File: src/rtl/x1_io_pkg.sv
// Shared definitions for the X1 I/O-bus interval timer: register map, control/status
// bit positions, prescale encodings and the prescaler tick mask.
package x1_io_pkg;

    localparam logic [1:0] OFF_CTRL   = 2'd0;
    localparam logic [1:0] OFF_CNT_L  = 2'd1;
    localparam logic [1:0] OFF_CNT_H  = 2'd2;
    localparam logic [1:0] OFF_STATUS = 2'd3;

    localparam int CTRL_EN    = 0;
    localparam int CTRL_AUTO  = 1;
    localparam int CTRL_IE    = 2;
    localparam int CTRL_PS_LO = 4;

    localparam int STAT_PEND = 0;
    localparam int STAT_EN   = 1;

    localparam logic [1:0] PS_DIV1    = 2'd0;
    localparam logic [1:0] PS_DIV16   = 2'd1;
    localparam logic [1:0] PS_DIV256  = 2'd2;
    localparam logic [1:0] PS_DIV4096 = 2'd3;

    typedef struct packed {
        logic [1:0] ps;
        logic       ie;
        logic       auto_rl;
        logic       en;
    } ctrl_t;

    // A tick is due when every prescaler bit selected by this mask is one.
    function automatic logic [11:0] ps_mask(input logic [1:0] ps);
        case (ps)
            PS_DIV1:   ps_mask = 12'h000;
            PS_DIV16:  ps_mask = 12'h00F;
            PS_DIV256: ps_mask = 12'h0FF;
            default:   ps_mask = 12'hFFF;
        endcase
    endfunction

endpackage

File: src/rtl/z80_bus_strobe.sv
// One-shot strobe: pulses on the first cep edge of a bus cycle where the select
// level is high, and stays quiet for the rest of that cycle.
module z80_bus_strobe (
    input  logic clock,
    input  logic reset_n,
    input  logic cep,
    input  logic sel,
    output logic pulse
);

    logic sel_q;

    always_ff @(posedge clock or negedge reset_n) begin
        if (!reset_n) begin
            sel_q <= 1'b0;
        end else if (cep) begin
            sel_q <= sel;
        end
    end

    assign pulse = cep && sel && !sel_q;

endmodule

File: src/rtl/x1_io_timer.sv
// Z80 I/O-bus programmable 16-bit interval timer with prescaler, auto-reload and
// an active-low interrupt raised on terminal count.
module x1_io_timer
    import x1_io_pkg::*;
#(
    parameter logic [15:0] BASE = 16'h1FA0
) (
    input  logic        clock,
    input  logic        reset_n,
    input  logic        cep,
    input  logic        iorq,
    input  logic        wr,
    input  logic [15:0] a,
    input  logic [7:0]  di,
    output logic [7:0]  data_out,
    output logic        oe,
    output logic        int_n
);

    logic        sel, rsel, wsel;
    logic        wr_pulse, rd_pulse;
    logic        wr_ctrl, wr_lo, wr_hi, wr_stat;
    logic        tick, load, terminal;
    ctrl_t       ctrl;
    logic [15:0] reload;
    logic [15:0] count;
    logic [7:0]  shadow;
    logic        pend;
    logic [11:0] pre;

    assign sel  = !iorq && (a[15:2] == BASE[15:2]);
    assign rsel = sel && wr;
    assign wsel = sel && !wr;

    z80_bus_strobe u_wr_strobe (
        .clock   (clock),
        .reset_n (reset_n),
        .cep     (cep),
        .sel     (wsel),
        .pulse   (wr_pulse)
    );

    z80_bus_strobe u_rd_strobe (
        .clock   (clock),
        .reset_n (reset_n),
        .cep     (cep),
        .sel     (rsel),
        .pulse   (rd_pulse)
    );

    assign wr_ctrl = wr_pulse && (a[1:0] == OFF_CTRL);
    assign wr_lo   = wr_pulse && (a[1:0] == OFF_CNT_L);
    assign wr_hi   = wr_pulse && (a[1:0] == OFF_CNT_H);
    assign wr_stat = wr_pulse && (a[1:0] == OFF_STATUS);

    assign tick     = cep && ctrl.en && ((pre & ps_mask(ctrl.ps)) == ps_mask(ctrl.ps));
    assign load     = wr_ctrl && di[CTRL_EN];
    // A CTRL write on the same edge as a tick swallows the tick entirely.
    assign terminal = tick && !wr_ctrl && (count == 16'd0);

    always_ff @(posedge clock or negedge reset_n) begin
        if (!reset_n) begin
            ctrl   <= '0;
            reload <= 16'd0;
            count  <= 16'd0;
            shadow <= 8'd0;
            pend   <= 1'b0;
            pre    <= 12'd0;
        end else begin
            if (wr_ctrl) begin
                ctrl <= '{ps:      di[CTRL_PS_LO +: 2],
                          ie:      di[CTRL_IE],
                          auto_rl: di[CTRL_AUTO],
                          en:      di[CTRL_EN]};
            end else if (terminal && !ctrl.auto_rl) begin
                ctrl.en <= 1'b0;
            end

            if (load) begin
                pre <= 12'd0;
            end else if (cep && ctrl.en) begin
                pre <= pre + 12'd1;
            end

            if (load) begin
                count <= reload;
            end else if (tick && !wr_ctrl) begin
                if (count != 16'd0) begin
                    count <= count - 16'd1;
                end else if (ctrl.auto_rl) begin
                    count <= reload;
                end
            end

            if (wr_lo) reload[7:0]  <= di;
            if (wr_hi) reload[15:8] <= di;

            // A fresh terminal event beats a simultaneous clear.
            if (terminal) begin
                pend <= 1'b1;
            end else if (wr_stat && di[STAT_PEND]) begin
                pend <= 1'b0;
            end

            if (rd_pulse && (a[1:0] == OFF_CNT_L)) begin
                shadow <= count[15:8];
            end
        end
    end

    always_ff @(posedge clock or negedge reset_n) begin
        if (!reset_n) begin
            int_n <= 1'b1;
        end else begin
            int_n <= !(pend && ctrl.ie);
        end
    end

    assign oe = rsel && reset_n;

    always_comb begin
        data_out = 8'hFF;
        if (oe) begin
            case (a[1:0])
                OFF_CTRL:   data_out = {2'b00, ctrl.ps, 1'b0, ctrl.ie, ctrl.auto_rl, ctrl.en};
                OFF_CNT_L:  data_out = count[7:0];
                OFF_CNT_H:  data_out = shadow;
                default:    data_out = {6'b0, ctrl.en, pend};
            endcase
        end
    end

endmodule

File: config.mk
export PLATFORM = sky130hd
export DESIGN_NAME = x1_io_timer
export DESIGN_NICKNAME = d
export VERILOG_FILES = /design/src/rtl/x1_io_pkg.sv /design/src/rtl/z80_bus_strobe.sv /design/src/rtl/x1_io_timer.sv
export SDC_FILE = /design/constraint.sdc
export NUM_CORES = 1
export LEC_CHECK = 0
export CAP_MARGIN = 20
export CORE_MARGIN = 2
export CORE_UTILIZATION = 46
export DETAILED_ROUTE_END_ITERATION = 16
export PLACE_DENSITY = 0.68
export SYNTH_ARGS = -nofsm -noshare
export SYNTH_HDL_FRONTEND = slang
export SYNTH_HIERARCHICAL = 1
export SYNTH_SLANG_ARGS = --single-unit
export TNS_END_PERCENT = 10
File: constraint.sdc
create_clock -name clock -period 2.5 [get_ports clock]
set_input_delay 0.25 -clock clock [delete_from_list [all_inputs] [get_ports clock]]
set_output_delay 0.25 -clock clock [all_outputs]
set_load 0.01 [all_outputs]
* Word level (Yosys, flattened, before mapping) *
Index checks and enable logic that the tools add are counted.

word-level totals
  logic and storage cells = 74
  flip-flop bits (word level) = 61
  output and inout bits = 10

cells by class
  equal/unequal tests = 7
  reduce and logical (&&, ||, !) cells = 38
  $add $sub $neg = 2
  multiplexer cells = 13
  bitwise operators = 1

operator list
  kind                                                number
  2-to-1 mux 16 bit                                   4
  case mux 12 bit (3 select lines)                    1
  2-to-1 mux 12 bit                                   2
  case mux 8 bit (3 select lines)                     1
  logical AND 1 bit                                   21
  zero test 16 bit                                    1
  nonzero test 16 bit                                 1
  subtractor 16 x 1 -> 16 bit, second input constant  1
  == test 14 x 11 -> 1 bit, second input constant     1
  adder 12 x 1 -> 12 bit, second input constant       1
  bitwise AND 12 bit                                  1
  == test 12 bit                                      1
  2-to-1 mux 8 bit                                    1
  nonzero test 2 bit                                  4
  zero test 1 bit                                     7
  == test 2 bit, second input constant                3
  == test 2 x 1 -> 1 bit, second input constant       2
  zero test 2 bit                                     2
  2-to-1 mux 1 bit                                    4
  nonzero test 3 bit                                  1
  AND reduction 2 bit                                 1

* Logic depth before layout (Yosys ltp) *
Gate-level depths: netlist of the first run.

  word-level depth = 12
  mapped depth = 11
  mapped depth without buffers = 9

* Modules after synthesis *
The synthesis of the first run kept the hierarchy.

modules (own cells, without submodules)
  module          area each (µm²)  seq. area each (µm²)  times used  cells each
  x1_io_timer     3181.8           1477.7                1           298
  z80_bus_strobe  50.0             25.0                  2           3

* Least setup slack after synthesis of the first run *
Ideal clock, no wire load.

  path type = input to register
  start point = in a[3]
  end point = reg count[10]
  data required time = 2.372 ns
  path slack = 0.275 ns
  data arrival time = 2.097 ns
  stages on the path = 11
  cell sequence = nor4b_1 nand4_1 nor2_1 and3b_2 nor3b_2 nor2_1 o2111ai_4 and2_1 buf_4 buf_6 o22ai_1

between the ends
  word-level cells in the longest chain between the ends = 10

RTL lines
  what                                  RTL line              RTL
  start: declaration                    x1_io_timer.sv:13     input logic [15:0] a,
  == test 14 x 11 -> 1 bit *            x1_io_timer.sv:31     assign sel = !iorq && (a[15:2] == BASE[15:2]);
  logical AND 1 bit *                   x1_io_timer.sv:31
  logical AND 1 bit *                   x1_io_timer.sv:33     assign wsel = sel && !wr;
  net wsel                              x1_io_timer.sv:20     logic sel, rsel, wsel;
  logical AND 1 bit * (2 in series)     z80_bus_strobe.sv:21  assign pulse = cep && sel && !sel_q;
  net wr_pulse                          x1_io_timer.sv:21     logic wr_pulse, rd_pulse;
  logical AND 1 bit *                   x1_io_timer.sv:51     assign wr_ctrl = wr_pulse && (a[1:0] == OFF_CTRL);
  zero test 1 bit                       x1_io_timer.sv:87     end else if (tick && !wr_ctrl) begin
  logical AND 1 bit                     x1_io_timer.sv:87
  nonzero test 2 bit (no source line)   n/a
  AND reduction 2 bit (no source line)  n/a
  end signal: assignment                x1_io_timer.sv:86     count <= reload;
  end signal: assignment                x1_io_timer.sv:89     count <= count - 16'd1;
  end signal: assignment                x1_io_timer.sv:91     count <= reload;
  end: declaration                      x1_io_timer.sv:26     logic [15:0] count;

Mark *: on every way through the listed nets, which the timed path passes. The rest lies on a longest branch.
A chain may end at the register's enable or synchronous reset.

* Worst setup path after layout of the first run *
  start point = in a[8]
  end point = out data_out[5]

between the ends
  word-level cells in the longest chain between the ends = 5

RTL lines
  what                      RTL line            RTL
  == test 14 x 11 -> 1 bit  x1_io_timer.sv:31
  logical AND 1 bit         x1_io_timer.sv:31
  logical AND 1 bit         x1_io_timer.sv:32   assign rsel = sel && wr;
  net rsel                  x1_io_timer.sv:20
  logical AND 1 bit         x1_io_timer.sv:119  assign oe = rsel && reset_n;
  2-to-1 mux 8 bit          x1_io_timer.sv:123  if (oe) begin
  end: declaration          x1_io_timer.sv:15   output logic [7:0] data_out,

The timed path passes the listed nets, and every way through them passes these cells.

==> impl_metrics.csv, run 1 <==
group,metric,value,unit
synth,yosys-top-cells-area,"dfrtp_1 (46%), mux2_2 (9.6%), o2bb2ai_1 (3.2%)",
pwr,p_leak,1.93,nW
pwr,peakVddDrop,0.339,mV
synth,async_reset_ff_share,100,%
clock_tree,cts_setup_buffers,0,
floorplan,core,6830,µm²
detailed_routing,ant_nets,0,
clock_tree,tritoncts,"yes",
synth,ys_seq_elements,61,
detailed_routing,viasPerCell,5.72,
setup_path,cp-endpoint,"data_out[5]",
setup_path,worst_setup_path_end_kind,"output pin",
timing,setup_viol,0,
detailed_routing,dr_wl_met2,3.91,mm
floorplan,num_rows,30,
setup_path,cp_slowest_cell,"clkdlybuf4s50_1",
final_layout,drive_gt1_share,26.6,%
timing,max_freq,422,MHz
setup_path,reg2reg_to,"count[0]$_DFFE_PN0P_",
synth,synth_common_cells,"dfrtp_1 (60), mux2_2 (28), nand2_1 (24), nor2_1 (24), o2bb2ai_1 (12)",
timing,slew_viol_final,0,
timing,setup_slack,128,ps
timing,hold_viol,0,
placement,pre_cts_ws,-129,ps
synth,ys.flop_type,"dfrtp_1",
detailed_routing,vias,2722,
grt,grt_antenna_before_repair,0,
timing,tightestPinTransition,491,ps
pwr,switching_share,20.6,%
grt,grt_max_degree,39,
timing,fin_crit,2370,ps
floorplan,die-area,7830,µm²
clock_tree,clock_path_buffers,2,
final_layout,fin_nets,407,
timing,finalCritPeriodShare,94.9,%
synth,synth_edf_count,0,
setup_path,worst_ep_required_time,2250,ps
detailed_routing,drc,0,
pwr,seqPwrFrac,45.3,%
grt,grt_pass1_vias,2716,
synth,syn_area_per_cell,10.8,µm²
synth,synth_area,3280,µm²
detailed_routing,drtPass1Iterations,4,
floorplan,pin_count,39,
synth,synth.yosys.seq_area_share,46.5,%
floorplan,initial_core_util,48.0,%
clock_tree,clk_latency,340,ps
floorplan,die_width,88.5,µm
synth,synth_most_common_cell,"dfrtp_1",
final_layout,final_util,62.6,%
status,status,"completed",
synth,synth_cell_type_count,55,
detailed_routing,met3WireLength,484,µm
setup_path,rr_worst_depth,8,
final_layout,area_growth,30.4,%
setup_path,criticalPathCategory,"input port to output pin",
detailed_routing,drt_iter0_drc,168,
timing,finClkSkew,9.80,ps
synth,syn_nets,336,
clock_tree,htree_num_levels,3,
detailed_routing,met1_length,3.97,mm
timing,slew-limit-headroom,67.3,%
setup_path,slowest_delay,510,ps
clock_tree,cts-buffers-inserted,9,
timing,rsz0062_at_grt,"no",
final_layout,antenna_cells,0,
floorplan,die_h,88.5,µm
placement,gp_congestion,0.911,
setup_path,arrival,2120,ps
pwr,power.share.clock,50.1,%
detailed_routing,routedWlPerCell,18.0,µm
synth,yosys_warnings,6,
grt,grt_pass1_wl,13.8,mm
placement,place_area,3990,µm²
pwr,intPower,1.73,mW
synth,syn_inst,304,
clock_tree,root_buffer,"clkbuf_8",
setup_path,critPathTopFamily,"buffers and inverters",
grt,track_usage,23.6,%
clock_tree,clock-sinks,61,
pwr,cellPowerDensity,509,nW/µm²
setup_path,path_depth,8,
pwr,p_total,2.18,mW
pwr,power_frac_comb,4.6,%
setup_path,start_kind,"input port",
final_layout,design_area,4280,µm²
setup_path,path_buf_inv,4,
hold_path,hold_class,"register to register",
pwr,p_switching,0.449,mW
job,drv_cap,0,
placement,numPortBuffers,38,
setup_path,timing.reg2reg.setup_slack,220,ps
grt,gr-total-overflow,0,
setup_path,path_max_fanout,5,
synth,synth_area_leader_cell,"dfrtp_1",
setup_path,timing.rr.start,"count[1]$_DFFE_PN0P_",
clock_tree,clk_pin_slew,70,ps
detailed_routing,highest_layer,"met4",
synth,synth_top_area_share,45.7,%
placement,dp.final_hpwl,6.39,mm
setup_path,worstSetupStartpoint,"a[8]",
setup_path,crit_chain,"clkdlybuf4s50_1 > nor4bb_2 > nand4_1 > buf_4 > nor2_2 > buf_4 > o2111ai_1 > clkdlybuf4s50_1",
detailed_routing,drt_wl_total,8.55,mm
final_layout,fill_cells,577,
==> cell usage in the layout, fill, tap and decap left out, types with 5 or more instances in the layout <==
cell type | netlist | final
o2bb2ai_1 | 12 | 12
nand2_1 | 24 | 23
buf_4 | 2 | 34
nand3_1 | 9 | 9
nor3_1 | 9 | 9
a22oi_1 | 5 | 5
dlymetal6s2s_1 | 0 | 5
dfrtp_1 | 60 | 60
inv_1 | 9 | 9
a21oi_1 | 9 | 9
xor2_1 | 6 | 6
mux2_2 | 28 | 28
mux2i_1 | 6 | 6
xnor2_1 | 5 | 5
clkbuf_8 | 0 | 10
nor2_1 | 24 | 23
a2bb2oi_1 | 5 | 5
nand4_1 | 9 | 9
clkdlybuf4s50_1 | 0 | 30
==> worst reg2reg max path: cells and delay by family (launching register included) <==
kind	cells	cell delay, ps
simple gates	3	880
compound gates	2	420
fa+ha+maj	1	140
flops	1	440
buf+inv	2	290
==> registers in the layout, indices dropped and copies added (netlist names) <==
signal	cells
count	16
ctrl	5
int_n	1
pend	1
pre	12
reload	16
shadow	8
u_rd_strobe/sel_q	1
u_wr_strobe/sel_q	1
==> power groups by stage <==
| stage | clock, mW | sequential, mW | combinational [mW] |
|---|---|---|---|
| after floorplan | 0 | 1.01 | 0.0174 |
| after global placement | 0 | 1.01 | 0.0959 |
| after detailed placement | 0 | 1.01 | 0.0972 |
| after CTS | 1.10 | 0.987 | 0.101 |
| after global routing | 1.14 | 0.986 | 0.108 |
| final | 1.09 | 0.987 | 0.0991 |
==> worst min-delay path by stage <==
stage,from,endpoint,slack [ps],depth (start not counted)
floorplan,reset_n,count[0]$_DFFE_PN0P_,-50,0
global placement,reset_n,shadow[7]$_DFFE_PN0P_,330,2
detailed placement,reset_n,shadow[7]$_DFFE_PN0P_,330,2
CTS,pend$_DFFE_PN0P_,int_n$_DFF_PN1_,440,1
global route,pend$_DFFE_PN0P_,int_n$_DFF_PN1_,460,1
finish,pend$_DFFE_PN0P_,int_n$_DFF_PN1_,440,1
==> metrics by stage <==
step                      TNS [ps]  instances  hold slack, ps
after floorplan                  0        304           -45.6
after global placement        -914        459             335
after detailed placement     -1700        459             333
after CTS                        0        476             441
after global routing             0        476             463
final                            0        476             437
==> what timing repair did <==
action	in CTS	in global routing
gates resized for setup	6	5
endpoints found under the hold margin	25	0
endpoints found under the setup margin	5	6
pin swaps	1	1
hold buffers	1	0
==> layout make-up <==
cell class / instances / area (µm²) / area share (%)
Timing Repair Buffer: 75 / 691 / 16.1
Inverter: 9 / 33.8 / 0.789
Clock buffer: 10 / 138 / 3.22
Tap cell: 96 / 120 / 2.81
Clock inverter: 6 / 110 / 2.57
Multi-Input combinational cell: 219 / 1660 / 38.8
Sequential cell: 61 / 1530 / 35.7
==> logic make-up (layout without fill, tap and decap cells) <==
kind of cell / count (synthesis) / count (layout) / share of synthesized area, %
mux: 38 / 38 / 13.7
xor+xnor: 11 / 11 / 2.94
flops: 61 / 61 / 46.5
simple gates: 109 / 109 / 18.5
buf+inv: 24 / 100 / 3.43
fa+ha+maj: 3 / 3 / 1.14
compound gates: 58 / 58 / 13.7
==> routing by layer <==
layer  vias up  track usage, %
met1      1330            32.7
li1       1282               -
met3        13            3.73
met4         0            9.78
met5         -               0
met2        97            37.2
No activity file was read; power rests on OpenSTA's default activity.
==> inputs of run 2 (changes only) <==
--- a/config.mk
+++ b/config.mk
@@ -8,8 +8,10 @@
 export CAP_MARGIN = 20
 export CORE_MARGIN = 2
 export CORE_UTILIZATION = 46
+export CTS_CLUSTER_DIAMETER = 40
 export DETAILED_ROUTE_END_ITERATION = 16
 export PLACE_DENSITY = 0.68
+export SETUP_SLACK_MARGIN = 0.02
 export SYNTH_ARGS = -nofsm -noshare
 export SYNTH_HDL_FRONTEND = slang
 export SYNTH_HIERARCHICAL = 1
==> impl_metrics.csv, run 2 (synthesis gave the netlist of run 1 again) <==
group,metric,value,unit
setup_path,criticalPathCategory,"input port to output pin",
setup_path,crit_chain,"clkdlybuf4s50_1 > nor4bb_2 > nand4_1 > buf_4 > nor2_2 > nand2_2 > inv_1 > clkdlybuf4s50_1",
timing,finClkSkew,10.1,ps
clock_tree,htree_num_levels,3,
timing,tightestPinTransition,481,ps
timing,slew_viol_final,0,
final_layout,top_regs,"count (16), reload (16), pre (12)",
floorplan,die-area,7830,µm²
final_layout,design_area,4270,µm²
final_layout,antenna_cells,0,
status,status,"completed",
detailed_routing,vias,2709,
hold_path,min_from,"pend$_DFFE_PN0P_",
pwr,p_leak,1.93,nW
setup_path,path_max_fanout,6,
timing,setup_slack,186,ps
clock_tree,clock-sinks,61,
clock_tree,cts-buffers-inserted,9,
timing,slew-limit-headroom,68.0,%
grt,gr-total-overflow,0,
job,drv_cap,0,
hold_path,hold_class,"register to register",
detailed_routing,viasPerCell,5.69,
setup_path,path_buf_inv,4,
final_layout,final_common_cell,"dfrtp_1",
grt,track_usage,23.6,%
pwr,peakVddDrop,0.339,mV
placement,gp_congestion,0.911,
floorplan,die_h,88.5,µm
timing,setup_viol,0,
detailed_routing,drt_iter0_drc,187,
grt,grt_antenna_before_repair,0,
floorplan,die_width,88.5,µm
placement,dp.cells,459,
clock_tree,root_buffer,"clkbuf_8",
detailed_routing,drt_wl_total,8.54,mm
timing,rsz0062_at_grt,"no",
detailed_routing,ant_nets,0,
timing,finalCritPeriodShare,92.6,%
floorplan,initial_core_util,48.0,%
clock_tree,clk_pin_slew,70,ps
final_layout,area_growth,30.1,%
placement,pre_cts_ws,-129,ps
pwr,cellPowerDensity,510,nW/µm²
timing,hold_viol,0,
detailed_routing,drtPass1Iterations,4,
timing,max_freq,432,MHz
timing,fin_crit,2310,ps
clock_tree,clock_path_buffers,2,
floorplan,pin_count,39,
grt,grt_pass1_wl,13.8,mm
setup_path,slowest_delay,520,ps
floorplan,num_rows,30,
setup_path,timing.rr.start,"count[1]$_DFFE_PN0P_",
detailed_routing,routedWlPerCell,17.9,µm
setup_path,arrival,2060,ps
setup_path,worst_setup_path_end_kind,"output pin",
final_layout,fin_nets,407,
floorplan,core,6830,µm²
setup_path,start_kind,"input port",
grt,grt_pass1_vias,2716,
setup_path,cpMostUsedCell,"clkdlybuf4s50_1",
setup_path,worstSetupStartpoint,"a[8]",
clock_tree,tritoncts,"yes",
pwr,p_total,2.18,mW
final_layout,drive_gt1_share,26.6,%
setup_path,critPathTopFamily,"buffers and inverters",
detailed_routing,drc,0,
grt,grt_max_degree,39,
final_layout,layoutNonFillerInstCount,476,
final_layout,final_util,62.5,%
placement,place_area,3990,µm²
final_layout,final_cell_mix,"dfrtp_1 (60), buf_4 (34), clkdlybuf4s50_1 (29)",
placement,dp.final_hpwl,6.39,mm
setup_path,worst_ep_required_time,2250,ps
placement,numPortBuffers,38,
clock_tree,clk_latency,340,ps
setup_path,cp_slowest_cell,"clkdlybuf4s50_1",
-- run 2: final timing paths --
check                                       end  slack [ps]  cells after the start
min reg2reg                     int_n$_DFF_PN1_         440                      1
max reg2reg                count[0]$_DFFE_PN0P_         230                      8
max                                          oe         190                      8
min in group asynchronous  count[3]$_DFFE_PN0P_         510                      3
max in group asynchronous       int_n$_DFF_PN1_        1570                      3
min                             int_n$_DFF_PN1_         440                      1
-- run 2: final cells by class --
type | instances | area, µm²
clock inverters | 6 | 110
fillers | 580 | 2560
clock buffers | 10 | 138
well taps | 96 | 120
inverters | 9 | 33.8
repair buffers | 75 | 682
multi-input cells | 219 | 1660
flip-flops and latches | 61 | 1530
-- run 2: per-layer routing --
| layer | global-route usage [%] | wire length [µm] | up-vias |
|---|---|---|---|
| li1 | - | - | 1282 |
| met5 | 0 | 0 | - |
| met4 | 9.78 | 187 | 0 |
| met3 | 3.73 | 465 | 13 |
| met1 | 32.7 | 3980 | 1326 |
| met2 | 37.2 | 3900 | 88 |
-- run 2: timing repair --
action                                 CTS  global route
hold buffers                             1             0
gates resized for setup                  9             3
setup endpoints to repair                5             3
endpoints found under the hold margin   25             0
buffers inserted                         0             0
pin swaps                                1             0
-- run 2: where the power goes --
group	leakage (nW)	switching [mW]	internal, mW
Sequential	0.828	0.000243	0.987
Combinational	0.979	0.0449	0.0539
Clock	0.119	0.404	0.687
Total	1.93	0.449	1.73
-- run 2: per-stage QoR --
step	TNS, ps	hold WS (ps)
after floorplan	0	-45.6
final	0	437
after global placement	-914	335
after global routing	0	463
after CTS	0	441
after detailed placement	-1700	333
==> inputs of run 3 (changes only) <==
--- a/config.mk
+++ b/config.mk
@@ -6,6 +6,7 @@
 export NUM_CORES = 1
 export LEC_CHECK = 0
 export CAP_MARGIN = 20
+export CORE_ASPECT_RATIO = 0.9
 export CORE_MARGIN = 2
 export CORE_UTILIZATION = 46
 export CTS_CLUSTER_DIAMETER = 40
==> impl_metrics.csv, run 3 (synthesis gave the netlist of run 1 again) <==
group,metric,value,unit
grt,grt_max_degree,60,
detailed_routing,drtPass1Iterations,4,
clock_tree,htree_num_levels,3,
pwr,power_frac_comb,4.8,%
final_layout,antenna_cells,0,
grt,globalRouteMet3Util,5.83,%
final_layout,area_growth,29.2,%
clock_tree,cts_setup_buffers,0,
pwr,intPower,1.65,mW
pwr,seqPwrFrac,47.7,%
clock_tree,root_buffer,"clkbuf_8",
placement,dp.final_hpwl,6.25,mm
floorplan,core,6970,µm²
setup_path,criticalPathCategory,"input port to output pin",
grt,grtUsageMet2,35.8,%
final_layout,top_regs,"count (16), reload (16), pre (12)",
timing,tightestPinTransition,739,ps
clock_tree,clk_latency,340,ps
grt,gr-total-overflow,0,
clock_tree,clock-sinks,61,
timing,finClkSkew,12.3,ps
final_layout,fin_nets,409,
setup_path,crit_chain,"clkdlybuf4s50_1 > nor4b_2 > nand4_1 > buf_4 > nor2_2 > buf_4 > o2111ai_1 > clkdlybuf4s50_1",
grt,use_met1,34.0,%
grt,grt_pass1_vias,2742,
pwr,p_leak,1.94,nW
placement,gp_congestion,0.890,
clock_tree,clk_pin_slew,70,ps
setup_path,start_kind,"input port",
setup_path,worst_ep_required_time,2250,ps
final_layout,layoutNonFillerInstCount,475,
detailed_routing,viasPerCell,5.74,
pwr,switching_share,20.2,%
final_layout,final_cell_mix,"dfrtp_1 (60), buf_4 (38), clkdlybuf4s50_1 (31)",
placement,numPortBuffers,38,
placement,place_area,3980,µm²
floorplan,num_rows,29,
timing,tns,0,ps
grt,grt_antenna_before_repair,0,
grt,busiest_layer,"met2",
floorplan,die_width,93.0,µm
setup_path,path_max_fanout,5,
final_layout,design_area,4240,µm²
setup_path,rr_worst_depth,7,
detailed_routing,routedWlPerCell,17.8,µm
setup_path,arrival,2120,ps
detailed_routing,vias,2725,
detailed_routing,drt_wl_total,8.47,mm
pwr,cellPowerDensity,488,nW/µm²
floorplan,pin_count,39,
floorplan,initial_core_util,47.1,%
grt,grt_pass1_wl,14.1,mm
timing,slew_viol_final,0,
setup_path,slowest_delay,500,ps
hold_path,hold_class,"input port to async pin",
pwr,p_total,2.07,mW
placement,dp.cells,458,
grt,track_usage,23.6,%
timing,finalCritPeriodShare,95.0,%
pwr,peakVddDrop,0.287,mV
final_layout,final_util,60.9,%
clock_tree,tritoncts,"yes",
clock_tree,clock_path_buffers,2,
timing,max_freq,421,MHz
pwr,p_switching,0.419,mW
floorplan,die-area,7830,µm²
timing,fin_crit,2370,ps
floorplan,die_h,84.1,µm
timing,hold_viol,0,
job,drv_cap,0,
status,status,"completed",
detailed_routing,ant_nets,0,
detailed_routing,drc,0,
detailed_routing,drt_iter0_drc,226,
final_layout,final_common_cell,"dfrtp_1",
clock_tree,cts-buffers-inserted,9,
pwr,power.share.clock,47.6,%
timing,setup_viol,0,
timing,slew-limit-headroom,50.7,%
setup_path,worst_setup_path_end_kind,"output pin",
final_layout,drive_gt1_share,27.0,%
timing,rsz0062_at_grt,"no",
setup_path,cp_slowest_cell,"clkdlybuf4s50_1",
[run 3: cell types whose count changed in the layout (fill, tap and decap cells not counted), sizes merged]
cell and delta:
bufinv -1, clkinv +1, buf +2, clkbuf +2, clkinvlp -2, dlygate4sd2 -3, clkdlybuf4s50 +2, dlymetal6s2s +1
[run 3: per-layer routing]
layer	vias up	wire length, µm
li1	1281	-
met1	1341	3900
met2	99	3890
met3	4	613
met4	0	67
met5	-	0
[run 3: repair_timing]
| item | in CTS | in global routing |
|---|---|---|
| endpoints found under the hold margin | 2 | 0 |
| endpoints found under the setup margin | 5 | 19 |
| hold buffers | 1 | 0 |
| resized for setup | 6 | 5 |
| pin swaps | 0 | 1 |
[run 3: critical path: cells and delay by family]
family          cells  cell delay [ps]
buf+inv             4             1230
simple gates        3              550
compound gates      1              100
[run 3: layout make-up]
type	instances	area [µm²]
repair buffers	77	678
flip-flops and latches	61	1530
multi-input cells	219	1660
clock inverters	4	70.1
clock buffers	12	155
well taps	93	116
fillers	604	2730
inverters	9	33.8
[run 3: worst paths after layout]
kind,slack (ps),start,to
setup / recovery,130,a[3],data_out[2]
hold / removal,280,reset_n,u_rd_strobe/sel_q$_DFFE_PN0P_
setup reg to reg,290,count[1]$_DFFE_PN0P_,count[12]$_DFFE_PN0P_
hold reg to reg,440,pend$_DFFE_PN0P_,int_n$_DFF_PN1_
max in group asynchronous,1230,reset_n,reload[12]$_DFFE_PN0P_
min in group clock,440,pend$_DFFE_PN0P_,int_n$_DFF_PN1_
[run 3: power groups by stage]
stage / Sequential [mW] / Combinational (mW) / Clock (mW)
finish: 0.987 / 0.0985 / 0.986
global route: 0.986 / 0.108 / 1.07
CTS: 0.987 / 0.100 / 1.01
detailed placement: 1.01 / 0.0971 / 0
global placement: 1.01 / 0.0956 / 0
floorplan: 1.01 / 0.0174 / 0
[run 3: metrics by stage]
| step | setup WS, ps | hold slack (ps) |
|---|---|---|
| after global placement | -180 | 106 |
| after CTS | 28.4 | 261 |
| after detailed placement | -256 | 105 |
| after floorplan | 275 | -45.6 |
| after global routing | 22.1 | 279 |
| final | 126 | 278 |
